### src/rtl/ongorucu_bht.sv
`default_nettype none
// ============================================================================
//  Module   : ongorucu_bht
//  Purpose  : Fetch-stage dynamic branch predictor: 2-bit counter BHT plus a
//             direct-mapped BTB; JAL predicted taken from its immediate.
//             Optional gshare indexing enabled by ONGORUCU_GSHARE_EN.
//  Revision : 1.0  initial release
// ============================================================================
module ongorucu_bht #(
    parameter int BHT_GIRIS = 64,
    parameter int BTB_GIRIS = 32,
    parameter int GHR_BIT   = 6
) (
    input  logic        clk,
    input  logic        rst,
    input  logic [31:0] getir_ps,
    input  logic [31:0] getir_buyruk,
    input  logic        getir_gecerli,
    input  logic [31:0] yurut_ps,
    input  logic [31:0] yurut_buyruk,
    input  logic        yurut_dallan,
    input  logic [31:0] yurut_dallan_ps,
    input  logic        yurut_gecerli,
    output logic        sonuc_dallan,
    output logic [31:0] sonuc_dallan_ps
);

    localparam int         c_BHT_W  = $clog2(BHT_GIRIS);
    localparam int         c_BTB_W  = $clog2(BTB_GIRIS);
    localparam int         c_TAG_W  = 30 - c_BTB_W;
    localparam logic [6:0] c_OP_B   = 7'b1100011;
    localparam logic [6:0] c_OP_JAL = 7'b1101111;

    if (BHT_GIRIS < 4 || BHT_GIRIS > 1024 || (BHT_GIRIS & (BHT_GIRIS - 1)) != 0 ||
        BTB_GIRIS < 4 || BTB_GIRIS > BHT_GIRIS || (BTB_GIRIS & (BTB_GIRIS - 1)) != 0 ||
        GHR_BIT < 1 || GHR_BIT > c_BHT_W) begin : g_param_err
        $error("ongorucu_bht: illegal parameter combination");
    end

    logic [1:0]         r_bht        [BHT_GIRIS];
    logic               r_btb_valid  [BTB_GIRIS];
    logic [c_TAG_W-1:0] r_btb_tag    [BTB_GIRIS];
    logic [31:0]        r_btb_target [BTB_GIRIS];

    logic               w_get_b;
    logic               w_get_jal;
    logic [31:0]        w_get_jimm;
    logic [c_BHT_W-1:0] w_get_bht_idx;
    logic [c_BTB_W-1:0] w_get_btb_idx;
    logic               w_get_hit;

    logic               w_upd;
    logic [c_BHT_W-1:0] w_yur_bht_idx;
    logic [c_BTB_W-1:0] w_yur_btb_idx;
    logic [1:0]         w_ctr_old;
    logic [1:0]         w_ctr_new;

    logic               w_unused;

    assign w_get_b    = (getir_buyruk[6:0] == c_OP_B);
    assign w_get_jal  = (getir_buyruk[6:0] == c_OP_JAL);
    assign w_get_jimm = {{11{getir_buyruk[31]}}, getir_buyruk[31], getir_buyruk[19:12],
                         getir_buyruk[20], getir_buyruk[30:21], 1'b0};

    assign w_upd = yurut_gecerli && (yurut_buyruk[6:0] == c_OP_B);

`ifdef ONGORUCU_GSHARE_EN
    // Non-speculative history: advanced only by resolved branches from execute.
    logic [GHR_BIT-1:0] r_ghr;

    always_ff @(posedge clk) begin
        if (rst) begin
            r_ghr <= '0;
        end else if (w_upd) begin
            r_ghr <= GHR_BIT'({r_ghr, yurut_dallan});
        end
    end

    assign w_get_bht_idx = getir_ps[c_BHT_W+1:2] ^ c_BHT_W'(r_ghr);
    assign w_yur_bht_idx = yurut_ps[c_BHT_W+1:2] ^ c_BHT_W'(r_ghr);
`else
    assign w_get_bht_idx = getir_ps[c_BHT_W+1:2];
    assign w_yur_bht_idx = yurut_ps[c_BHT_W+1:2];
`endif

    assign w_get_btb_idx = getir_ps[c_BTB_W+1:2];
    assign w_yur_btb_idx = yurut_ps[c_BTB_W+1:2];

    assign w_get_hit = r_btb_valid[w_get_btb_idx] &&
                       (r_btb_tag[w_get_btb_idx] == getir_ps[31:c_BTB_W+2]);

    always_comb begin
        sonuc_dallan    = 1'b0;
        sonuc_dallan_ps = getir_ps + 32'd4;
        if (getir_gecerli) begin
            if (w_get_jal) begin
                sonuc_dallan    = 1'b1;
                sonuc_dallan_ps = getir_ps + w_get_jimm;
            end else if (w_get_b && r_bht[w_get_bht_idx][1] && w_get_hit) begin
                sonuc_dallan    = 1'b1;
                sonuc_dallan_ps = r_btb_target[w_get_btb_idx];
            end
        end
    end

    assign w_ctr_old = r_bht[w_yur_bht_idx];

    always_comb begin
        w_ctr_new = w_ctr_old;
        if (yurut_dallan) begin
            if (w_ctr_old != 2'b11) w_ctr_new = w_ctr_old + 2'b01;
        end else begin
            if (w_ctr_old != 2'b00) w_ctr_new = w_ctr_old - 2'b01;
        end
    end

    // Reset has priority over a concurrent update, so the update is dropped.
    always_ff @(posedge clk) begin
        if (rst) begin
            for (int i = 0; i < BHT_GIRIS; i++) r_bht[i] <= 2'b01;
            for (int i = 0; i < BTB_GIRIS; i++) begin
                r_btb_valid[i]  <= 1'b0;
                r_btb_tag[i]    <= '0;
                r_btb_target[i] <= '0;
            end
        end else if (w_upd) begin
            r_bht[w_yur_bht_idx] <= w_ctr_new;
            if (yurut_dallan) begin
                r_btb_valid[w_yur_btb_idx]  <= 1'b1;
                r_btb_tag[w_yur_btb_idx]    <= yurut_ps[31:c_BTB_W+2];
                r_btb_target[w_yur_btb_idx] <= yurut_dallan_ps;
            end
        end
    end

    assign w_unused = ^{getir_buyruk[11:7], yurut_buyruk[31:7], yurut_ps[1:0]};

endmodule
`default_nettype wire

### config.mk
export PLATFORM = sky130hd
export DESIGN_NAME = ongorucu_bht
export DESIGN_NICKNAME = d
export VERILOG_FILES = /design/src/rtl/ongorucu_bht.sv
export SDC_FILE = /design/constraint.sdc
export NUM_CORES = 2
export LEC_CHECK = 0
export CELL_PAD_IN_SITES_DETAIL_PLACEMENT = 1
export CELL_PAD_IN_SITES_GLOBAL_PLACEMENT = 1
export CORE_MARGIN = 3
export CORE_UTILIZATION = 40
export CTS_CLUSTER_DIAMETER = 40
export DETAILED_ROUTE_END_ITERATION = 16
export GPL_TIMING_DRIVEN = 0
export PLACE_DENSITY_LB_ADDON = 0.1
export REMOVE_ABC_BUFFERS = 1
export SYNTH_ARGS = -nofsm -noshare
export SYNTH_HDL_FRONTEND = slang
export SYNTH_SLANG_ARGS = --single-unit
### constraint.sdc
create_clock -name clk -period 10.6 [get_ports clk]
set_input_delay 2.12 -clock clk [delete_from_list [all_inputs] [get_ports clk]]
set_output_delay 2.12 -clock clk [all_outputs]
set_load 0.02 [all_outputs]
==> impl_metrics.csv <==
group,metric,value,unit
layout,areaGrowthSynthToFinish,23.3,%
run_status,status,"completed",
die,start_util,40.4,%
pwr,p_int,17.2,mW
logic_synthesis,synth_cell_types,79,
layout,drive_above_1_share,22.9,%
worst_hold_path,whs_path_depth,1,
drt,vias,58300,
sta,hold_violations,0,
drt,wl_per_cell,35.8,um
pwr,p_sw,5.28,mW
placed_design,dpl_cell_area,103000,um^2
drt,drt_iter0_drc,6730,
layout,instances_no_fill,9756,
layout,final_nets,6606,
worst_setup_path,r2r_end,"r_bht[56][0]",
layout,multiInputGateArea,32200,um^2
clocking,clock_path_buffers,4,
worst_setup_path,cp.arrival,8.37,ns
drt,drtAntennaViolNets,0,
drt,drc,0,
die,coreArea,231000,um^2
sta,timing.final.crit_share,98.9,%
layout,nFillCells,21700,
clocking,htree_num_levels,5,
die,die_x,489,um
sta,rsz0062_at_grt,"false",
drt,route.met3.wl,23900,um
drt,wl,350000,um
drt,top_layer_used,"met5",
logic_synthesis,yosys_warnings,0,
sta,setup_viol,0,
logic_synthesis,ys_seq_elements,1984,
layout,seq_area,59300,um^2
die,die_y,489,um
pwr,leakage,40.4,nW
drt,wl_met1,141000,um
clocking,clk_pin_slew_worst_paths,0.06,ns
run,drv_cap,0,
pwr,seqPwrFrac,40.3,%
worst_setup_path,worst_r2r_path_depth,8,
drt,dr.pass1.iters,5,
logic_synthesis,synth_edf_count,1952,
grt,grt_pass1_wl,488000,um
drt,via_per_inst,5.97,
logic_synthesis,ys_async_sr_fraction,0,%
logic_synthesis,ys.flop_type,"edfxtp_1",
placed_design,dp.cells,9067,
worst_setup_path,r2r_start,"r_bht[14][1]",
layout,stdcell_area,115000,um^2
placed_design,io_buffers,165,
sta,fin_crit,10.49,ns
pwr,powerDensity,195,nW/um^2
grt,track_usage,29.2,%
placed_design,dp_hpwl,234000,um
worst_setup_path,required,8.48,ns
die,io_pins,198,
logic_synthesis,syn_inst,6232,
pwr,pwr-share-comb,7.6,%
logic_synthesis,postSynthAreaPerCell,15.0,um^2
worst_setup_path,cp-startpoint,"getir_ps[3]",
sta,slew_violations,0,
worst_hold_path,hp-start,"r_btb_valid[14]",
placed_design,place.gp.congestion,0.778,
pwr,max-vdd-ir-drop,0.181,mV
clocking,cts_tree,"yes",
clocking,clock-sinks,1984,
worst_hold_path,hold_end,"r_btb_valid[14]",
grt,overflow,0,
sta,fmax,95.4,MHz
pwr,swShare,23.5,%
clocking,cts-root-buf,"clkbuf_16",
logic_synthesis,syn_area,93500,um^2
worst_setup_path,endpoint_kind,"primary output",
worst_setup_path,crit_type,"in -> out",
clocking,cts_buffers,363,
sta,worst_pin_slew,1.42,ns
sta,slew_headroom,5.05,%
worst_hold_path,hold_path_class,"reg -> reg",
pwr,clock_power_share,52.1,%
die,die_area,239000,um^2
worst_setup_path,r2r_slack,6.41,ns
die,fp-row-count,176,
clocking,clk-insertion-delay-late,0.95,ns
logic_synthesis,seq_area_frac_synth,63.4,%
grt,antenna_found_initial,55,
grt,grt_max_degree,87,
sta,fin_skew,0.0210,ns
worst_setup_path,startpoint_type,"input port",
drt,wl_met2,170000,um
worst_setup_path,critPathMaxFanout,86,
grt,grt_pass1_vias,61400,
area by class of cell:
type / count / share of cell area (%)
sequential: 1984 / 51.4
antenna: 35 / 0.0760
timing repair buffer: 432 / 6.62
clock buffer: 396 / 8.12
clock inverter: 255 / 2.48
tap: 3026 / 3.29
inverter: 18 / 0.0738
multi-input combinational: 3610 / 27.9
through the flow:
stage	hold WS (ns)	power (mW)	setup WS, ns	TNS (ns)	util (%)
after floorplan	0.421	9.97	0.576	0	-
after global placement	0.427	11.6	-46.73	-	41.6
after detailed placement	0.435	10.9	-0.651	-6.55	44.5
after CTS	0.449	22.7	0.0744	0	49.8
after global routing	0.457	23.1	0.00458	0	49.8
final	0.448	22.5	0.114	0	49.8
placed cells by master (no fill, tap or decap), drive strengths merged, types with 12 or more instances in the layout:
cell type,count
a21o,45
a21oi,50
a221oi,23
a22o,16
a22oi,58
a31oi,13
and2,1699
and3,127
buf,273
bufinv,49
clkbuf,396
clkdlybuf4s50,157
clkinv,134
clkinvlp,38
dfxtp,32
diode,35
edfxtp,1952
ha,31
inv,52
mux2,12
mux2i,104
mux4,544
nand2,213
nand2b,19
nand3,96
nand4,34
nor2,175
nor3,45
o211ai,23
o21ai,93
xnor2,50
xor2,23
per-layer routing:
| metal | vias up | GRT usage, % |
|---|---|---|
| met1 | 31300 | 39.0 |
| met3 | 614 | 4.46 |
| met5 | - | 0 |
| met2 | 2586 | 48.1 |
| li1 | 23800 | - |
| met4 | 8 | 11.3 |
critical path, cell delays in order:
cell             delay [ns]
buf_8                  0.36
buf_16                 0.38
buf_16                 0.49
mux4_2                 0.43
a22o_1                 0.27
a221oi_1               0.84
xor2_1                 0.20
o21ai_1                0.11
o41a_1                 0.35
nor2_1                 0.14
nand4b_1               0.15
buf_8                  0.22
buf_16                 0.16
buf_8                  0.16
nand2_2                0.44
o221ai_1               0.45
clkdlybuf4s50_1        0.68
synth_stat cells, types with 31 or more instances:
library cell  number  share of area [%]
edfxtp_1        1952                 63
ha_1              31               0.42
dfxtp_1           32               0.69
mux2i_1          104                1.1
a21oi_1           50               0.27
nand2_1          213               0.86
nand3_1           92               0.49
a22oi_1           58               0.47
o21ai_0           87               0.47
xnor2_1           50               0.47
a21o_1            45               0.36
mux4_2           544                 13
nor2_1           174               0.70
nand4_1           34               0.23
buf_2             73               0.39
clkbuf_1         493                2.0
nor3_1            45               0.24
and3_1           127               0.85
and2_1          1697                 11
state kept, by name, indices dropped and copies added, names as in the netlist:
name          cells
r_btb_tag       800
r_btb_valid      32
r_bht           128
r_btb_target   1024
worst max path at each step:
stage                                endpoint  slack (ns)  cells after the start
after floorplan           sonuc_dallan_ps[10]        0.58                     10
final                     sonuc_dallan_ps[21]        0.11                     17
after global routing      sonuc_dallan_ps[21]       0.005                     18
after detailed placement  sonuc_dallan_ps[21]       -0.65                     18
after CTS                 sonuc_dallan_ps[27]        0.07                     16
after global placement     sonuc_dallan_ps[2]      -46.73                     11
cells by family (layout without fill, tap and decap cells):
logic type	after synthesis	in the layout	synth area share, %
other cells	0	35	0
simple gates	2461	2461	15.3
flops	1984	1984	63.4
buf+inv	638	1101	2.87
mux	660	660	14.4
xor+xnor	73	73	0.684
compound gates	382	382	2.87
fa+ha+maj	34	34	0.458
timing repair:
item | CTS | global route
hold buffers | 0 | 0
pin swaps | 0 | 1
resized for setup | 5 | 3
setup buffers | 0 | 0
cloned | 2 | 0
endpoints found under the setup margin | 18 | 4
power groups by stage:
stage                     clock (mW)  sequential [mW]  combinational [mW]
after floorplan                    0             9.22               0.745
after global placement             0             9.36                2.26
after detailed placement           0             9.22                1.71
after CTS                       11.9             9.07                1.72
after global routing            12.2             9.10                1.79
final                           11.7             9.07                1.71
Note: power is estimated with default switching activity, not from simulation.
